`config.mk`:
```
export PLATFORM = sky130hd
export DESIGN_NAME = cond_unit
export DESIGN_NICKNAME = d
export VERILOG_FILES = /design/src/rtl/cond_unit.sv
export SDC_FILE = /design/constraint.sdc
export NUM_CORES = 1
export LEC_CHECK = 0
export BUFFER_PORTS_ARGS = -buffer_cell sky130_fd_sc_hd__clkbuf_2
export CAP_MARGIN = 20
export CORE_MARGIN = 2
export CORE_UTILIZATION = 37
export DETAILED_ROUTE_END_ITERATION = 6
export GPL_ROUTABILITY_DRIVEN = 0
export GPL_TIMING_DRIVEN = 0
export PLACE_DENSITY = 0.71
export SLEW_MARGIN = 40
export SYNTH_ARGS = -nofsm -noshare
export SYNTH_HDL_FRONTEND = slang
export SYNTH_SLANG_ARGS = --single-unit
export TNS_END_PERCENT = 5
```
`constraint.sdc`:
```
create_clock -name clk -period 3.4 [get_ports clk]
set_input_delay 0.34 -clock clk [delete_from_list [all_inputs] [get_ports clk]]
set_output_delay 0.34 -clock clk [all_outputs]
set_load 0.05 [all_outputs]
```
`src/rtl/cond_unit.sv`:
```
// Condition unit: holds the NZCV flags, tests each instruction's condition
// against them, and registers the gated write strobes for write-back.
module cond_unit #(
  parameter logic [3:0] FLAG_RST = 4'b0000,
  parameter bit         NV_EXEC  = 1'b0
) (
  input  logic       clk,
  input  logic       reset,
  input  logic       en,
  input  logic       valid_in,
  input  logic [3:0] cond,
  input  logic [3:0] alu_flags,
  input  logic [1:0] flag_w,
  input  logic       pcs,
  input  logic       reg_w,
  input  logic       mem_w,
  input  logic       no_write,
  output logic [3:0] flags_q,
  output logic       cond_ex_q,
  output logic       pcs_q,
  output logic       reg_w_q,
  output logic       mem_w_q,
  output logic       valid_q
);

  logic       flag_n, flag_z, flag_c, flag_v;
  logic       cond_pass;
  logic       cond_ex;
  logic [3:0] flags_d;
  logic       cond_ex_d, pcs_d, reg_w_d, mem_w_d, valid_d;

  assign {flag_n, flag_z, flag_c, flag_v} = flags_q;

  // Uses only the stored flags, never this instruction's own alu_flags.
  always_comb begin
    cond_pass = 1'b0;
    case (cond)
      4'b0000: cond_pass = flag_z;
      4'b0001: cond_pass = !flag_z;
      4'b0010: cond_pass = flag_c;
      4'b0011: cond_pass = !flag_c;
      4'b0100: cond_pass = flag_n;
      4'b0101: cond_pass = !flag_n;
      4'b0110: cond_pass = flag_v;
      4'b0111: cond_pass = !flag_v;
      4'b1000: cond_pass = flag_c && !flag_z;
      4'b1001: cond_pass = !flag_c || flag_z;
      4'b1010: cond_pass = (flag_n == flag_v);
      4'b1011: cond_pass = (flag_n != flag_v);
      4'b1100: cond_pass = !flag_z && (flag_n == flag_v);
      4'b1101: cond_pass = flag_z || (flag_n != flag_v);
      4'b1110: cond_pass = 1'b1;
      default: cond_pass = NV_EXEC;
    endcase
  end

  assign cond_ex = valid_in && cond_pass;

  always_comb begin
    flags_d   = flags_q;
    cond_ex_d = cond_ex_q;
    pcs_d     = pcs_q;
    reg_w_d   = reg_w_q;
    mem_w_d   = mem_w_q;
    valid_d   = valid_q;
    if (en) begin
      valid_d   = valid_in;
      cond_ex_d = cond_ex;
      pcs_d     = pcs && cond_ex;
      mem_w_d   = mem_w && cond_ex;
      reg_w_d   = reg_w && cond_ex && !no_write;
      // N,Z and C,V halves update independently.
      if (flag_w[1] && cond_ex) flags_d[3:2] = alu_flags[3:2];
      if (flag_w[0] && cond_ex) flags_d[1:0] = alu_flags[1:0];
    end
  end

  always_ff @(posedge clk) begin
    if (reset) begin
      flags_q   <= FLAG_RST;
      cond_ex_q <= 1'b0;
      pcs_q     <= 1'b0;
      reg_w_q   <= 1'b0;
      mem_w_q   <= 1'b0;
      valid_q   <= 1'b0;
    end else begin
      flags_q   <= flags_d;
      cond_ex_q <= cond_ex_d;
      pcs_q     <= pcs_d;
      reg_w_q   <= reg_w_d;
      mem_w_q   <= mem_w_d;
      valid_q   <= valid_d;
    end
  end

endmodule

```
==> run_results.csv, run 1 <==
group,metric,value,unit
outcome,status,"completed",
flow_run,maxCapViolations,0,
place,io_buffer_count,26,
cts,postCtsSetupRepairBufs,0,
yosys,yosysWarnings,0,
yosys,synth_area,598,µm²
timing,rsz0062_at_grt,"no",
cts,ctsResizeCount,0,
critical_path,cp.arrival,2.11,ns
timing,setup_slack,1.43,ns
finish,antenna_cells,0,
critical_path,cp_cell_sequence,"and4bb_2, nor4_1, o22ai_1, a211oi_2, nor2_1, mux2i_1",
floorplan,initial_utilization,39.7,%
yosys,synth-edff-count,0,
global_routing,grt_pass1_wl,2.55,mm
timing,setup_violations,0,
yosys,synth_top_family_by_area,"simple AND/OR/NAND/NOR gates",
hold_path,hold_path.class,"in2reg",
drt,ant_nets,0,
critical_path,crit_path_end_kind,"flop",
critical_path,max_stage_delay,0.46,ns
yosys,synthFlopType,"dfxtp_1",
power,p_sw,0.0762,mW
yosys,muxShareOfSynthArea,8.37,%
power,combinationalPowerShare,23.5,%
cts,cts.root.buffer_cell,"clkbuf_4",
power,power.leakage,0.324,nW
drt,dr_total_vias,621,
cts,insertion_delay,0.27,ns
global_routing,grt_pass1_vias,612,
power,switching_share,29.8,%
cts,cts-htree-levels,1,
timing,hold_viol_final,0,
drt,drt_iter0_markers,6,
critical_path,critPathKind,"reg2reg",
cts,cts_tree,"yes",
yosys,yosysUniqueCellTypes,29,
global_routing,antenna_found_initial,0,
power,power_frac_seq,43.6,%
finish,final_util,51.4,%
floorplan,ios,27,
power,ir_worst_vdd,0.214,mV
timing,hold_slack,0.308,ns
floorplan,die_w,44.2,µm
timing,fin_crit_sh,57.8,%
yosys,yosysMostFrequentCell,"nand2b_1",
yosys,yosysSeqAreaShare,30.1,%
timing,finalCriticalPeriod,1.97,ns
yosys,avgSynthCellArea,8.42,µm²
cts,cts_buffers,3,
global_routing,grt_max_degree,11,
yosys,synth-compound-area-share,17.6,%
yosys,netlist_instances,71,
drt,drc,0,
floorplan,die-area,1950,µm²
global_routing,grtUsageTotal,18.0,%
cts,clkSinkCount,9,
critical_path,critPathMaxFanout,8,
critical_path,slowest_stage,"dfxtp_1",
yosys,yosys-top-cells-count,"nand2b_1, dfxtp_1, a21oi_1, nand2_1, mux2i_1",
place,placed_cell_area,748,µm²
finish,n_fill_cell,153,
power,intPower,0.180,mW
power,power.density,330,nW/µm²
place,dpl.cell_count,113,
floorplan,dieHeight,44.2,µm
timing,final.setup_skew,0.00221,ns
critical_path,cp-start-kind,"flop",
timing,fmax,0.509,GHz
global_routing,grt.overflow.total,0,
finish,syn2layout_area_growth,29.5,%
yosys,synth-simple-area-share,38.3,%
place,pre_cts_ws,1.39,ns
timing,tightest_slew,0.564,ns
yosys,post-synth-top-area-cell,"dfxtp_1",
yosys,ys_async_sr_fraction,0,%
finish,final_area,774,µm²
power,totalPowerFinal,0.256,mW
floorplan,core_area,1510,µm²
yosys,synth_area_leaders,"dfxtp_1, nand2b_1, mux2i_1, a21oi_1, nand2_1",
timing,slew_headroom,61.9,%
cts,clkTransAtPathRegs,0.06,ns
yosys,synthXorXnorAreaFrac,1.46,%
drt,drt_wl_total,1.43,mm
floorplan,rows,14,
critical_path,crit_required,3.55,ns
drt,wire_per_inst,12.2,µm
yosys,synth_top_area_share,30.1,%
place,dp_hpwl,1.09,mm
yosys,synth_seq_cells,9,
finish,finalNonFillerCells,117,
drt,drt-pass1-iter-count,3,
drt,vias_per_cell,5.31,
cts,holdBufCountCts,0,
yosys,synthAdderAreaFrac,0,%
timing,drv_slew,0,
yosys,syn-num-nets,89,
timing,tns,0,ns
finish,drive_above_1_share,32.7,%
finish,nNetsFinal,120,
cts,cts_max_path_buffers,2,
power,clockPowerShare,32.8,%
-- layout make-up --
class	count	area, µm²	share of cell area [%]
Inverter	3	11.3	1.45
Sequential cell	9	180	23.3
Buffer	3	13.8	1.78
Clock buffer	4	26.3	3.39
Tap cell	16	20.0	2.58
Timing Repair Buffer	26	130	16.8
Multi-Input combinational cell	56	393	50.7
-- worst paths after layout --
kind	cells after the start	startpoint	to	slack, ns
setup / recovery	6	flags_q[3]	flags_q[1]	1.43
hold / removal	3	alu_flags[3]	flags_q[3]	0.31
setup reg to reg	6	flags_q[3]	flags_q[1]	1.43
hold reg to reg	2	reg_w_q	reg_w_q	0.47
-- flip-flops by register name, indices dropped and copies added (netlist names) --
signal	count
pcs_q	1
flags_q	4
reg_w_q	1
mem_w_q	1
valid_q	1
cond_ex_q	1
-- worst max-delay path: cells and delay by family (launching register included) --
kind,cells,cell delay (ns)
AOI/OAI and AO/OA,2,0.53
DFF,1,0.46
muxes,1,0.15
and+or+nand+nor,3,0.72
-- layer usage --
metal  vias up  global-route usage [%]  share of wire [%]
met3         5                    4.08                5.4
met2        18                    29.1                 47
met4         0                    10.9                2.7
li1        315                       -                  -
met1       283                    21.6                 45
met5         -                       0                  0
-- power groups by stage --
stage	clock [mW]	sequential, mW	combinational (mW)
floorplan	0	0.125	0.0287
detailed placement	0	0.114	0.0603
global route	0.0883	0.112	0.0671
CTS	0.0863	0.112	0.0605
finish	0.0840	0.112	0.0602
global placement	0	0.114	0.0588
-- layout by cell type, fill, tap and decap left out, types with 3 or more instances in the layout --
cell / n
a21oi_1: 6
clkbuf_2: 26
clkbuf_4: 3
dfxtp_1: 9
inv_1: 3
mux2i_1: 5
nand2_1: 6
nand2b_1: 12
-- cells by family (layout without fill, tap and decap cells) --
group / count (synthesis) / count (layout)
and+or+nand+nor: 35 / 35
AOI/OAI and AO/OA: 15 / 15
DFF: 9 / 9
buffers and inverters: 6 / 36
muxes: 5 / 5
xor gates and xnor gates: 1 / 1
(Power assumes the default switching activity.)
==> run 2: changes to the inputs <==
--- a/config.mk
+++ b/config.mk
@@ -5,6 +5,7 @@
 export SDC_FILE = /design/constraint.sdc
 export NUM_CORES = 1
 export LEC_CHECK = 0
+export ABC_AREA = 1
 export BUFFER_PORTS_ARGS = -buffer_cell sky130_fd_sc_hd__clkbuf_2
 export CAP_MARGIN = 20
 export CORE_MARGIN = 2
@@ -12,7 +13,7 @@
 export DETAILED_ROUTE_END_ITERATION = 6
 export GPL_ROUTABILITY_DRIVEN = 0
 export GPL_TIMING_DRIVEN = 0
-export PLACE_DENSITY = 0.71
+export PLACE_DENSITY = 0.73
 export SLEW_MARGIN = 40
 export SYNTH_ARGS = -nofsm -noshare
 export SYNTH_HDL_FRONTEND = slang
==> constraint.sdc (replaced) <==
create_clock -name clk -period 1.7 [get_ports clk]
set_input_delay 0.17 -clock clk [delete_from_list [all_inputs] [get_ports clk]]
set_output_delay 0.17 -clock clk [all_outputs]
set_load 0.05 [all_outputs]
==> run_results.csv, run 2 <==
group,metric,value,unit
timing,tightest_slew,0.541,ns
place,dp_hpwl,1.28,mm
yosys,yosysSeqAreaShare,27.6,%
cts,cts.root.buffer_cell,"clkbuf_4",
critical_path,critPathMaxFanout,10,
power,power.leakage,0.447,nW
cts,cts-htree-levels,1,
yosys,synthFlopType,"dfxtp_1",
drt,dr_total_vias,739,
floorplan,dieHeight,46.0,µm
yosys,avgSynthCellArea,5.98,µm²
yosys,synth_top_area_share,27.6,%
cts,clkTransAtPathRegs,0.06,ns
drt,ant_nets,0,
floorplan,initial_utilization,38.6,%
drt,drc,0,
yosys,post-synth-top-area-cell,"dfxtp_1",
cts,insertion_delay,0.26,ns
critical_path,crit_path_end_kind,"flop",
finish,layout_commonest_cell,"nand2_1",
cts,clkSinkCount,9,
critical_path,crit_required,1.85,ns
finish,nNetsFinal,156,
cts,postCtsSetupRepairBufs,0,
yosys,syn-num-nets,127,
yosys,synth_area,652,µm²
cts,ctsResizeCount,0,
finish,top_register,"flags_q",
timing,setup_violations,0,
yosys,yosys-top-cells-count,"nand2_1, inv_1, nand3_1",
timing,finalCriticalPeriod,1.42,ns
timing,fin_crit_sh,83.3,%
hold_path,hold_path.class,"in2reg",
timing,slew_headroom,63.8,%
critical_path,path_common_cell,"nand2_1",
finish,syn2layout_area_growth,25.7,%
timing,final.setup_skew,0.00506,ns
yosys,synth_seq_cells,9,
cts,holdBufCountCts,0,
yosys,synth-edff-count,0,
timing,drv_slew,0,
finish,drive_above_1_share,29.2,%
floorplan,die_w,46.0,µm
cts,cts_tree,"yes",
yosys,synth_area_leaders,"dfxtp_1, nand2_1, nand3_1, inv_1, nor2_1",
yosys,yosysWarnings,0,
yosys,yosysMostFrequentCell,"nand2_1",
critical_path,cp-start-kind,"flop",
global_routing,grt_pass1_vias,695,
critical_path,critPathKind,"reg2reg",
cts,cts_buffers,3,
outcome,status,"completed",
drt,drt-pass1-iter-count,3,
timing,setup_slack,0.284,ns
floorplan,core_area,1690,µm²
global_routing,grt.overflow.total,0,
finish,final_cell_mix,"nand2_1, clkbuf_2, inv_1",
critical_path,cp_cell_sequence,"inv_1, nand2_1, nand2_1, nand2_1, nand3_1, nor2_2, nand3_4, nand3_2, nand2_1, inv_1, nor2_1",
global_routing,antenna_found_initial,0,
global_routing,grtUsageTotal,16.4,%
finish,final_util,48.5,%
timing,rsz0062_at_grt,"no",
timing,hold_viol_final,0,
floorplan,rows,15,
drt,drt_wl_total,1.52,mm
critical_path,slowest_stage,"dfxtp_1",
drt,drt_iter0_markers,8,
yosys,netlist_instances,109,
finish,largest_reg_flops,4,
cts,cts_max_path_buffers,2,
floorplan,die-area,2110,µm²
drt,wire_per_inst,9.84,µm
place,pre_cts_ws,0.291,ns
power,totalPowerFinal,0.564,mW
yosys,yosysUniqueCellTypes,17,
power,power.density,688,nW/µm²
drt,vias_per_cell,4.80,
yosys,ys_async_sr_fraction,0,%
critical_path,max_stage_delay,0.39,ns
timing,tns,0,ns
global_routing,grt_max_degree,11,
critical_path,cp.arrival,1.57,ns
flow_run,maxCapViolations,0,
timing,fmax,0.706,GHz
global_routing,grt_pass1_wl,2.60,mm
finish,antenna_cells,0,
place,io_buffer_count,24,
power,ir_worst_vdd,0.383,mV
floorplan,ios,27,
[run 2: changes by cell type in the layout (fill, tap and decap cells not counted), sizes merged, moves of 3 or more]
cell    change
nand2      +30
nand3      +18
inv        +17
nand2b     -12
nor2       +10
mux2i       -5
nand4       +4
clkbuf      -3
[run 2: critical path: cells and delay by family (launching register included)]
| kind | cells | cell delay [ns] |
|---|---|---|
| simple gates | 9 | 0.79 |
| buf+inv | 2 | 0.14 |
| flops | 1 | 0.39 |
[run 2: cell families (layout without fill, tap and decap cells)]
family,after synthesis,in the layout,synth area share [%]
buffers and inverters,23,51,15.0
DFF,9,9,27.6
AOI/OAI and AO/OA,7,7,7.10
and+or+nand+nor,70,70,50.3
[run 2: through the flow]
stage	hold WS, ns	cells	cell area (µm²)
after detailed placement	0.429	150	793
after CTS	0.159	154	820
after global routing	0.173	154	820
final	0.155	154	820
after floorplan	0.239	109	652
after global placement	0.422	150	793
[run 2: power by group]
part	internal (mW)	total (mW)	switching [mW]
logic	0.0568	0.174	0.117
registers	0.220	0.227	0.00681
clock network	0.0903	0.163	0.0724
total	0.367	0.564	0.196
[run 2: cell type report]
class	instances	area, µm²
buffer	2	18.8
clock buffer	4	26.3
fill	190	870
inverter	21	78.8
multi-input combinational	77	374
sequential	9	180
tap	17	21.3
timing repair buffer	24	120
[run 2: final timing paths]
check	startpoint	end	slack, ns	cells past startpoint
min	reset	cond_ex_q	0.16	2
max	flags_q[0]	flags_q[1]	0.28	11
min reg2reg	mem_w_q	mem_w_q	0.47	2
max reg2reg	flags_q[0]	flags_q[1]	0.28	11
[run 2: layer usage]
metal / up-vias / track usage, % / share of wire [%]
met5: - / 0 / 0
met4: 0 / 3.43 / 0
met3: 0 / 2.38 / 4.5
met2: 18 / 29.4 / 51
met1: 321 / 20.5 / 44
li1: 400 / - / -
==> run 3: changes to the inputs <==
==> constraint.sdc (replaced) <==
create_clock -name clk -period 1.15 [get_ports clk]
set_input_delay 0.115 -clock clk [delete_from_list [all_inputs] [get_ports clk]]
set_output_delay 0.115 -clock clk [all_outputs]
set_load 0.05 [all_outputs]
==> run_results.csv, run 3 (synthesized netlist as in run 2, its figures left out) <==
group,metric,value,unit
timing,fin_crit_sh,112,%
finish,syn2layout_area_growth,34.5,%
outcome,status,"finished with violations",
finish,drive_above_1_share,39.9,%
timing,hold_viol_final,0,
critical_path,cp_cell_sequence,"inv_4, nand2_2, nand2_2, nand2_2, nand3_2, nor2_4, nand3_4, nand3_2, nand2_1, inv_1, nor2_1",
cts,cts_buffers,3,
global_routing,grt.overflow.total,0,
drt,wire_per_inst,10.5,µm
timing,setup_slack,-0.138,ns
finish,final_cell_mix,"nand2_1, clkbuf_2, inv_1",
critical_path,path_common_cell,"nand2_2",
critical_path,critPathMaxFanout,5,
cts,clkSinkCount,9,
timing,finalCriticalPeriod,1.29,ns
finish,layout_commonest_cell,"nand2_1",
timing,tns,-0.867,ns
power,power.leakage,0.472,nW
critical_path,critPathKind,"reg2reg",
floorplan,dieHeight,46.0,µm
cts,clkTransAtPathRegs,0.06,ns
timing,tightest_slew,0.552,ns
cts,cts_max_path_buffers,2,
drt,vias_per_cell,4.87,
cts,cts_tree,"yes",
global_routing,antenna_found_initial,0,
drt,ant_nets,0,
place,dpl.cell_count,150,
global_routing,grt_max_degree,11,
finish,finalNonFillerCells,155,
cts,holdBufCountCts,0,
finish,largest_reg_flops,4,
place,dp_hpwl,1.24,mm
cts,insertion_delay,0.26,ns
timing,slew_headroom,63.1,%
drt,drt-pass1-iter-count,4,
critical_path,slowest_stage,"dfxtp_4",
critical_path,crit_path_end_kind,"flop",
finish,seq_area,193,µm²
critical_path,max_stage_delay,0.37,ns
floorplan,die_w,46.0,µm
floorplan,core_area,1690,µm²
global_routing,grt_pass1_vias,651,
cts,cts.root.buffer_cell,"clkbuf_4",
critical_path,crit_required,1.31,ns
global_routing,grtUsageTotal,16.7,%
place,io_buffer_count,24,
floorplan,initial_utilization,38.6,%
cts,cts-htree-levels,1,
timing,drv_slew,0,
timing,final.setup_skew,0.00182,ns
finish,top_register,"flags_q",
timing,rsz0062_at_grt,"yes",
finish,nNetsFinal,157,
floorplan,rows,15,
drt,drt_wl_total,1.63,mm
drt,dr_total_vias,755,
flow_run,maxCapViolations,0,
global_routing,grt_pass1_wl,2.59,mm
timing,fmax,0.776,GHz
power,ir_worst_vdd,0.486,mV
critical_path,cp-start-kind,"flop",
finish,multi_input_area,414,µm²
timing,setup_violations,8,
power,power.density,980,nW/µm²
finish,antenna_cells,0,
drt,drt_iter0_markers,7,
drt,drc,0,
floorplan,ios,27,
outcome,violations,"negative setup slack",
floorplan,die-area,2110,µm²
finish,n_fill_cell,181,
hold_path,hold_path.class,"in2reg",
critical_path,cp.arrival,1.45,ns
==> run 3: timing repair <==
| action | 4_1_cts | 5_1_grt |
|---|---|---|
| resized for setup | 5 | 0 |
| buffers inserted | 0 | 0 |
| endpoints found under the setup margin | 8 | 8 |
| gates cloned | 1 | 0 |
| pin swaps | 4 | 2 |
==> run 3: layout make-up <==
type	count	share of cell area (%)
Clock buffer	4	3.00
Inverter	21	9.56
Sequential cell	9	22.0
Timing Repair Buffer	24	13.7
Buffer	2	2.14
Tap cell	17	2.43
Multi-Input combinational cell	78	47.2
==> run 3: stage by stage <==
step           power (mW)  hold WS, ns  util (%)  setup slack [ns]  cell area [µm²]
5_1_grt             0.910        0.105      51.9            -0.268              877
3_3_place_gp        0.600        0.365      48.9            -0.187              826
3_5_place_dp        0.605        0.367      48.9            -0.216              826
4_1_cts             0.868       0.0857      51.9            -0.150              877
2_1_floorplan       0.532        0.184         -            -0.180              684
6_report            0.859       0.0899      51.9            -0.138              877
==> run 3: worst paths after layout <==
path	slack (ns)	end	startpoint	cells after the start
setup / recovery	-0.14	flags_q[2]	flags_q[3]	11
hold / removal	0.09	mem_w_q	reset	2
setup reg to reg	-0.14	flags_q[2]	flags_q[3]	11
hold reg to reg	0.46	reg_w_q	reg_w_q	2
==> run 3: power breakdown <==
group          switching (mW)  leakage (nW)  internal (mW)
clock                   0.112        0.0150          0.134
sequential             0.0128        0.0759          0.323
combinational           0.185         0.381         0.0923
==> run 3: worst max-delay path: cells and delay by family (launching register included) <==
| kind | cells | cell delay, ns |
|---|---|---|
| buffers and inverters | 2 | 0.09 |
| flip-flops | 1 | 0.37 |
| AND/OR/NAND/NOR | 9 | 0.72 |
==> run 3: layer usage <==
layer,share of wire (%),GRT usage (%)
met3,3.3,1.59
met1,44,21.1
met2,51,27.8
met5,0,0
met4,2.3,8.57
